## src/rtl/muldiv_unit_pkg.sv

```systemverilog
// muldiv_unit_pkg: shared definitions for the RV32M multiply/divide unit.
//   - MULDIV_OP_* : funct3 encodings of the eight M-extension ops
//   - muldiv_state_e : control FSM state encoding (IDLE must stay zero)
//   - muldiv_iters() : divide iteration count for a given width and radix
package muldiv_unit_pkg;

    localparam logic [2:0] MULDIV_OP_MUL    = 3'd0;
    localparam logic [2:0] MULDIV_OP_MULH   = 3'd1;
    localparam logic [2:0] MULDIV_OP_MULHSU = 3'd2;
    localparam logic [2:0] MULDIV_OP_MULHU  = 3'd3;
    localparam logic [2:0] MULDIV_OP_DIV    = 3'd4;
    localparam logic [2:0] MULDIV_OP_DIVU   = 3'd5;
    localparam logic [2:0] MULDIV_OP_REM    = 3'd6;
    localparam logic [2:0] MULDIV_OP_REMU   = 3'd7;

    typedef enum logic [2:0] {
        ST_IDLE     = 3'd0,
        ST_MUL      = 3'd1,
        ST_DIV_ITER = 3'd2,
        ST_DIV_FIX  = 3'd3,
        ST_DONE     = 3'd4,
        ST_WAIT_LOW = 3'd5
    } muldiv_state_e;

    // ITER = XLEN / DIV_BITS_PER_CYCLE
    function automatic int muldiv_iters(input int xlen, input int bpc);
        return xlen / bpc;
    endfunction

endpackage

```

## src/rtl/muldiv_unit_div_radix_step.sv

```systemverilog
// muldiv_unit_div_radix_step: one combinational restoring-division step that
// retires BPC quotient bits.
//   rem_i     : partial remainder (always < divisor_i on entry)
//   bits_i    : next BPC dividend bits, MSB first
//   divisor_i : divisor magnitude
//   rem_o     : partial remainder after BPC shift/subtract rounds
//   q_o       : BPC quotient bits produced, MSB first
module muldiv_unit_div_radix_step #(
    parameter int XLEN = 32,
    parameter int BPC  = 1
) (
    input  logic [XLEN-1:0] rem_i,
    input  logic [BPC-1:0]  bits_i,
    input  logic [XLEN-1:0] divisor_i,
    output logic [XLEN-1:0] rem_o,
    output logic [BPC-1:0]  q_o
);

    // One extra bit holds the shifted-out MSB so the compare sees the full value.
    logic [XLEN:0] r;

    always_comb begin
        r   = {1'b0, rem_i};
        q_o = '0;
        for (int i = BPC - 1; i >= 0; i--) begin
            r = {r[XLEN-1:0], bits_i[i]};
            if (r >= {1'b0, divisor_i}) begin
                r      = r - {1'b0, divisor_i};
                q_o[i] = 1'b1;
            end
        end
        rem_o = r[XLEN-1:0];
    end

endmodule

```

## src/rtl/muldiv_unit.sv

```systemverilog
// muldiv_unit: RV32M multiply/divide unit with valid/ready handshake.
//   clk, resetn        : clock, asynchronous active-low reset
//   valid, op, rs1, rs2: request; operands are captured on accept
//   abort              : synchronous flush of the in-flight op
//   ready              : one-cycle pulse, result/flags valid
//   result             : held until the next completion
//   busy               : high while an op is in flight
//   div_by_zero        : completed divide/remainder had rs2 == 0
//   overflow           : completed DIV/REM was MIN_INT / -1
// Multiplies run through MUL_STAGES registers; divides iterate a restoring
// step that retires DIV_BITS_PER_CYCLE bits per cycle on sign magnitudes.
module muldiv_unit
    import muldiv_unit_pkg::*;
#(
    parameter int XLEN               = 32,
    parameter int DIV_BITS_PER_CYCLE = 1,
    parameter int MUL_STAGES         = 1
) (
    input  logic            clk,
    input  logic            resetn,
    input  logic            valid,
    input  logic [2:0]      op,
    input  logic [XLEN-1:0] rs1,
    input  logic [XLEN-1:0] rs2,
    input  logic            abort,
    output logic            ready,
    output logic [XLEN-1:0] result,
    output logic            busy,
    output logic            div_by_zero,
    output logic            overflow
);

    localparam int BPC   = DIV_BITS_PER_CYCLE;
    localparam int ITER  = muldiv_iters(XLEN, BPC);
    localparam int CNT_W = $clog2(XLEN + 1);
    localparam logic [CNT_W-1:0] ITER_LAST = CNT_W'(ITER - 1);
    localparam logic [CNT_W-1:0] MUL_LAST  = CNT_W'((MUL_STAGES > 0) ? MUL_STAGES - 1 : 0);
    localparam logic [XLEN-1:0]  MIN_INT   = {1'b1, {(XLEN-1){1'b0}}};

    if ((XLEN % 2) != 0 || XLEN < 8 || !(BPC == 1 || BPC == 2 || BPC == 4) ||
        (XLEN % BPC) != 0 || MUL_STAGES < 0 || MUL_STAGES > 3) begin : g_bad_params
        $error("muldiv_unit: illegal parameter combination");
    end

    muldiv_state_e   state_q, state_d;
    logic [CNT_W-1:0] cnt_q, cnt_d;
    logic [XLEN-1:0] quo_q, quo_d;      // dividend shifts out, quotient shifts in
    logic [XLEN-1:0] rem_q, rem_d;
    logic [XLEN-1:0] dvs_q, dvs_d;
    logic            q_neg_q, q_neg_d;
    logic            r_neg_q, r_neg_d;
    logic            is_rem_q, is_rem_d;
    logic            ready_q, ready_d;
    logic            busy_q, busy_d;
    logic            dz_q, dz_d;
    logic            ov_q, ov_d;
    logic [XLEN-1:0] result_q, result_d;

    // Multiplier works straight off the request inputs; the selected half is
    // captured by the stage registers on the accept edge, so later input
    // changes never reach the result.
    logic              a_sgn, b_sgn;
    logic [2*XLEN-1:0] a_ext, b_ext, prod;
    logic [XLEN-1:0]   mul_half, mul_tail;

    assign a_sgn    = (op == MULDIV_OP_MULH) || (op == MULDIV_OP_MULHSU);
    assign b_sgn    = (op == MULDIV_OP_MULH);
    assign a_ext    = {{XLEN{a_sgn & rs1[XLEN-1]}}, rs1};
    assign b_ext    = {{XLEN{b_sgn & rs2[XLEN-1]}}, rs2};
    assign prod     = a_ext * b_ext;
    assign mul_half = (op == MULDIV_OP_MUL) ? prod[XLEN-1:0] : prod[2*XLEN-1:XLEN];

    if (MUL_STAGES > 0) begin : g_mul_pipe
        logic [MUL_STAGES-1:0][XLEN-1:0] pipe_q, pipe_d;
        always_comb begin
            pipe_d[0] = mul_half;
            for (int k = 1; k < MUL_STAGES; k++) pipe_d[k] = pipe_q[k-1];
        end
        always_ff @(posedge clk or negedge resetn) begin
            if (!resetn) pipe_q <= '0;
            else         pipe_q <= pipe_d;
        end
        assign mul_tail = pipe_q[MUL_STAGES-1];
    end else begin : g_mul_comb
        assign mul_tail = mul_half;
    end

    // Divide operand signs: op[0] clear means DIV/REM (signed).
    logic            rs1_neg, rs2_neg;
    logic [XLEN-1:0] rs1_abs, rs2_abs;
    assign rs1_neg = ~op[0] & rs1[XLEN-1];
    assign rs2_neg = ~op[0] & rs2[XLEN-1];
    assign rs1_abs = rs1_neg ? -rs1 : rs1;
    assign rs2_abs = rs2_neg ? -rs2 : rs2;

    logic [XLEN-1:0] step_rem;
    logic [BPC-1:0]  step_q;

    muldiv_unit_div_radix_step #(.XLEN(XLEN), .BPC(BPC)) u_step (
        .rem_i    (rem_q),
        .bits_i   (quo_q[XLEN-1 -: BPC]),
        .divisor_i(dvs_q),
        .rem_o    (step_rem),
        .q_o      (step_q)
    );

    always_comb begin
        state_d  = state_q;
        cnt_d    = cnt_q;
        quo_d    = quo_q;
        rem_d    = rem_q;
        dvs_d    = dvs_q;
        q_neg_d  = q_neg_q;
        r_neg_d  = r_neg_q;
        is_rem_d = is_rem_q;
        ready_d  = 1'b0;
        busy_d   = busy_q;
        dz_d     = dz_q;
        ov_d     = ov_q;
        result_d = result_q;

        if (abort) begin
            // Flush wins everywhere; result and flags are left untouched.
            state_d = ST_IDLE;
            busy_d  = 1'b0;
        end else begin
            case (state_q)
                ST_IDLE: if (valid) begin
                    busy_d   = 1'b1;
                    dz_d     = 1'b0;
                    ov_d     = 1'b0;
                    cnt_d    = '0;
                    is_rem_d = op[1];
                    if (!op[2]) begin
                        if (MUL_STAGES == 0) begin
                            state_d  = ST_DONE;
                            ready_d  = 1'b1;
                            busy_d   = 1'b0;
                            result_d = mul_tail;
                        end else begin
                            state_d = ST_MUL;
                        end
                    end else if (rs2 == '0) begin
                        state_d  = ST_DONE;
                        ready_d  = 1'b1;
                        busy_d   = 1'b0;
                        dz_d     = 1'b1;
                        result_d = op[1] ? rs1 : '1;
                    end else if (!op[0] && rs1 == MIN_INT && rs2 == '1) begin
                        state_d  = ST_DONE;
                        ready_d  = 1'b1;
                        busy_d   = 1'b0;
                        ov_d     = 1'b1;
                        result_d = op[1] ? '0 : MIN_INT;
                    end else begin
                        state_d = ST_DIV_ITER;
                        quo_d   = rs1_abs;
                        rem_d   = '0;
                        dvs_d   = rs2_abs;
                        q_neg_d = rs1_neg ^ rs2_neg;
                        r_neg_d = rs1_neg;
                    end
                end
                ST_MUL: begin
                    if (cnt_q == MUL_LAST) begin
                        state_d  = ST_DONE;
                        ready_d  = 1'b1;
                        busy_d   = 1'b0;
                        result_d = mul_tail;
                    end else begin
                        cnt_d = cnt_q + 1'b1;
                    end
                end
                ST_DIV_ITER: begin
                    rem_d = step_rem;
                    quo_d = {quo_q[XLEN-BPC-1:0], step_q};
                    cnt_d = cnt_q + 1'b1;
                    if (cnt_q == ITER_LAST) state_d = ST_DIV_FIX;
                end
                ST_DIV_FIX: begin
                    state_d  = ST_DONE;
                    ready_d  = 1'b1;
                    busy_d   = 1'b0;
                    result_d = is_rem_q ? (r_neg_q ? -rem_q : rem_q)
                                        : (q_neg_q ? -quo_q : quo_q);
                end
                ST_DONE:     state_d = ST_WAIT_LOW;
                // A request held past ready must drop before the next accept.
                ST_WAIT_LOW: if (!valid) state_d = ST_IDLE;
                default:     state_d = ST_IDLE;
            endcase
        end
    end

    always_ff @(posedge clk or negedge resetn) begin
        if (!resetn) begin
            state_q  <= ST_IDLE;
            cnt_q    <= '0;
            quo_q    <= '0;
            rem_q    <= '0;
            dvs_q    <= '0;
            q_neg_q  <= 1'b0;
            r_neg_q  <= 1'b0;
            is_rem_q <= 1'b0;
            ready_q  <= 1'b0;
            busy_q   <= 1'b0;
            dz_q     <= 1'b0;
            ov_q     <= 1'b0;
            result_q <= '0;
        end else begin
            state_q  <= state_d;
            cnt_q    <= cnt_d;
            quo_q    <= quo_d;
            rem_q    <= rem_d;
            dvs_q    <= dvs_d;
            q_neg_q  <= q_neg_d;
            r_neg_q  <= r_neg_d;
            is_rem_q <= is_rem_d;
            ready_q  <= ready_d;
            busy_q   <= busy_d;
            dz_q     <= dz_d;
            ov_q     <= ov_d;
            result_q <= result_d;
        end
    end

    assign ready       = ready_q;
    assign busy        = busy_q;
    assign div_by_zero = dz_q;
    assign overflow    = ov_q;
    assign result      = result_q;

endmodule
```

## config.mk

```make
export PLATFORM = sky130hd
export DESIGN_NAME = muldiv_unit
export DESIGN_NICKNAME = d
export VERILOG_FILES = /design/src/rtl/muldiv_unit_pkg.sv /design/src/rtl/muldiv_unit_div_radix_step.sv /design/src/rtl/muldiv_unit.sv
export SDC_FILE = /design/constraint.sdc
export NUM_CORES = 2
export LEC_CHECK = 0
export BUFFER_PORTS_ARGS = -buffer_cell sky130_fd_sc_hd__buf_2
export CORE_MARGIN = 8
export CORE_UTILIZATION = 37
export CTS_BUF_LIST = sky130_fd_sc_hd__clkbuf_4
export DETAILED_ROUTE_END_ITERATION = 6
export GPL_TIMING_DRIVEN = 0
export PLACE_DENSITY_LB_ADDON = 0.12
export SETUP_SLACK_MARGIN = 0.1
export SLEW_MARGIN = 40
export SYNTH_ARGS = -nofsm -noshare
export SYNTH_HDL_FRONTEND = slang
export SYNTH_HIERARCHICAL = 1
export SYNTH_SLANG_ARGS = --single-unit
export TNS_END_PERCENT = 100
```

## constraint.sdc

```tcl
create_clock -name clk -period 7.15 [get_ports clk]
set_input_delay 0.3575 -clock clk [delete_from_list [all_inputs] [get_ports clk]]
set_output_delay 0.3575 -clock clk [all_outputs]
set_load 0.01 [all_outputs]
```

==> impl_metrics.py <==
metrics = {
    "synthesis": {
        "synth-warning-count": 6,
        "synth-edff-count": 0,
        "async_reset_ff_share_pct": 100.0,
        "ys_seq_area_share_pct": 8.587,
        "netlist-cell-type-count": 88,
        "synth_area_per_cell_sq_um": 8.585,
        "syn_area_sq_mm": 0.05129,
        "synth_seq_cells": 176,
        "syn-instance-count": 5974,
        "ys.flop_type": "dfrtp_1",
        "syn-num-nets": 7422,
    },
    "routing": {
        "routed_via_density": 5.313,
        "drt_iter0_markers": 3659,
        "routedWlPerCell_um": 26.64,
        "first_pass_iters": 6,
        "drc": 0,
        "wirelength_um": 213300,
        "drtAntennaViolNets": 0,
        "dr_total_vias": 42530,
    },
    "critical_path": {
        "crit_type": "input pin to flip-flop",
        "start_kind": "input pin",
        "end_kind": "flip-flop",
        "arrival_ns": 8.31,
        "max_stage_delay_ns": 0.65,
        "cp.required_ns": 7.68,
        "slowest_stage": "fa_2",
        "worst-path-max-fanout": 7,
        "timing.critical_path.from": "op[0]",
        "r2r-start": "rem_q[3]",
        "rrSetupSlack_ns": 3.29,
        "path_common_cell": "fa_1",
    },
    "grt": {
        "use_met3_pct": 4.058,
        "grtUsageMet2_pct": 44.46,
        "grt_start_max_net_pins": 71,
        "use_met1_pct": 39.08,
        "grt_usage_pct": 27.97,
        "grt_pass1_vias": 44000,
        "gr-total-overflow": 0,
        "grt_pass1_wl_um": 309200,
        "antenna_found_initial": 23,
        "top_usage_layer": "met2",
    },
    "worst_hold_path": {
        "hold_start": "op[2]",
        "worstHoldPathType": "input pin to flip-flop",
    },
    "place": {
        "finalWeightedCongestion": 0.9711,
        "io_buffers": 71,
        "dp.final_hpwl_um": 178300,
    },
    "status": {
        "violations": "setup timing",
        "status": "finished, violations left",
    },
    "layout": {
        "nets": 7629,
        "syn_to_final_growth_pct": 13.88,
        "nFillCells": 13950,
        "drive_gt1_share_pct": 12.67,
    },
    "timing": {
        "tightest_slew_ns": 0.8830,
        "period_needed_ns": 7.782,
        "clock_skew_ns": 0.03772,
        "rsz0062_at_grt": "yes",
        "layout_setup_ws_ns": -0.6324,
        "finalCritPeriodShare_pct": 108.8,
        "holdWs_ns": 0.05635,
        "slew_headroom_pct": 41.07,
        "maxSlewViolCount": 0,
        "hold_violations": 0,
        "setup_viol": 20,
        "max_freq_mhz": 128.5,
    },
    "floorplan": {
        "rows": 136,
        "die_h_um": 388.3,
        "die_area_sq_mm": 0.1508,
        "die_x_um": 388.3,
        "initial_core_util_pct": 37.30,
        "pin_count": 107,
        "core_area_sq_mm": 0.1375,
    },
    "run": {
        "maxCapViolCount": 0,
    },
    "clock_network": {
        "cts-buffers-inserted": 17,
        "clkTransAtPathRegs_ns": 0.19,
        "clock-root-buffer": "clkbuf_4",
        "cts_tree": "built",
        "insertion_delay_ns": 0.67,
        "htree_levels": 4,
        "cts_sinks": 176,
        "clockBufferDepth": 2,
    },
}
registers in the layout (all words and copies together), names as in the netlist:
signal,cells
ready,1
g_mul_pipe.pipe_q,32
quo_q,32
overflow,1
div_by_zero,1
busy,1
rem_q,32
q_neg_q,1
dvs_q,32
is_rem_q,1
r_neg_q,1
result,32
state_q,3
cnt_q,6
path summary, 6_finish.rpt:
check                                             end  cells after the start
worst max-delay path            g_mul_pipe.pipe_q[31]                     30
worst min-delay path                         overflow                      3
worst max register to register             result[31]                     10
worst min register to register              result[4]                      1
max in group asynchronous        g_mul_pipe.pipe_q[3]                      3
min in group asynchronous                   result[4]                      2
cells in the final DEF, fill, tap and decap left out, types with 84 or more instances in the layout:
cell,count
a21oi_1,217
and2_1,303
buf_2,95
buf_4,144
dfrtp_1,176
fa_1,1082
ha_1,225
inv_1,1213
nand2_1,998
nor2_1,229
o21ai_0,105
xnor2_1,120
xor2_1,84
layer usage:
metal	up-vias	routed length, um
met5	-	15
met4	2	9078
met2	1587	97250
li1	18410	-
met3	295	14140
met1	22230	92800
cells in the mapped netlist, types with 60 or more instances:
cell	number	area (sq um)
dfrtp_1	176	4404
clkbuf_1	257	964.7
buf_1	92	345.3
nand3_1	74	370.4
o21ai_1	60	300.3
xnor2_1	129	1130
xor2_1	87	762.0
nor2_1	235	882.1
and2_1	306	1914
inv_1	1246	4677
o21ai_0	126	630.6
ha_1	251	3141
a21oi_1	236	1181
nand2_1	1009	3787
fa_1	1126	22540
per-stage QoR:
stage	area, sq um	cells	setup WS (ns)	utilization [%]	TNS [ns]
finish	58410	8005	-0.6324	42.48	-8.996
global route	58370	7990	-0.7706	42.45	-11.46
CTS	57470	7944	-0.5042	41.80	-6.435
detailed placement	54650	7849	-2.626	39.75	-56.94
global placement	54240	7839	-2.953	39.45	-74.35
floorplan	51640	5974	-0.6287	-	-6.140
worst max-delay path, delay by kind of cell:
kind	cells	cell delay, ns
AO/OA/AOI/OAI	3	0.71
XOR/XNOR	2	0.31
adder cells (fa/ha/maj)	9	4.71
buffers and inverters	11	1.20
AND/OR/NAND/NOR	5	0.99
final cells by class:
cell class	instances	area, sq um	area share (%)
multi-input combinational	4170	41730	71.45
inverter	1248	4716	8.074
sequential	176	4404	7.541
buffer	366	3246	5.557
tap	1794	2245	3.843
timing repair buffer	202	1740	2.980
clock inverter	15	151.4	0.2592
clock buffer	17	127.6	0.2185
antenna	17	42.54	0.07284
kinds of logic (layout without fill, tap and decap cells):
logic type / after synthesis / after routing / share of synthesized area, %
simple gates: 1858 / 1858 / 16.61
buf+inv: 1628 / 1848 / 12.14
fa+ha+maj: 1377 / 1377 / 50.07
compound gates: 698 / 698 / 8.470
xor+xnor: 216 / 216 / 3.689
flops: 176 / 176 / 8.587
mux: 21 / 21 / 0.4318
other cells: 0 / 17 / 0
timing repair:
action | CTS | global route
pin swaps | 91 | 89
hold buffers | 3 | 0
hold endpoints to repair | 76 | 0
cloned | 0 | 1
buffers inserted | 75 | 44
endpoints found under the setup margin | 32 | 30
resized for setup | 542 | 182
Power is left out: the tool's default activity adds up to more than one toggle a clock period on the data nets, which glitch-free logic cannot reach.
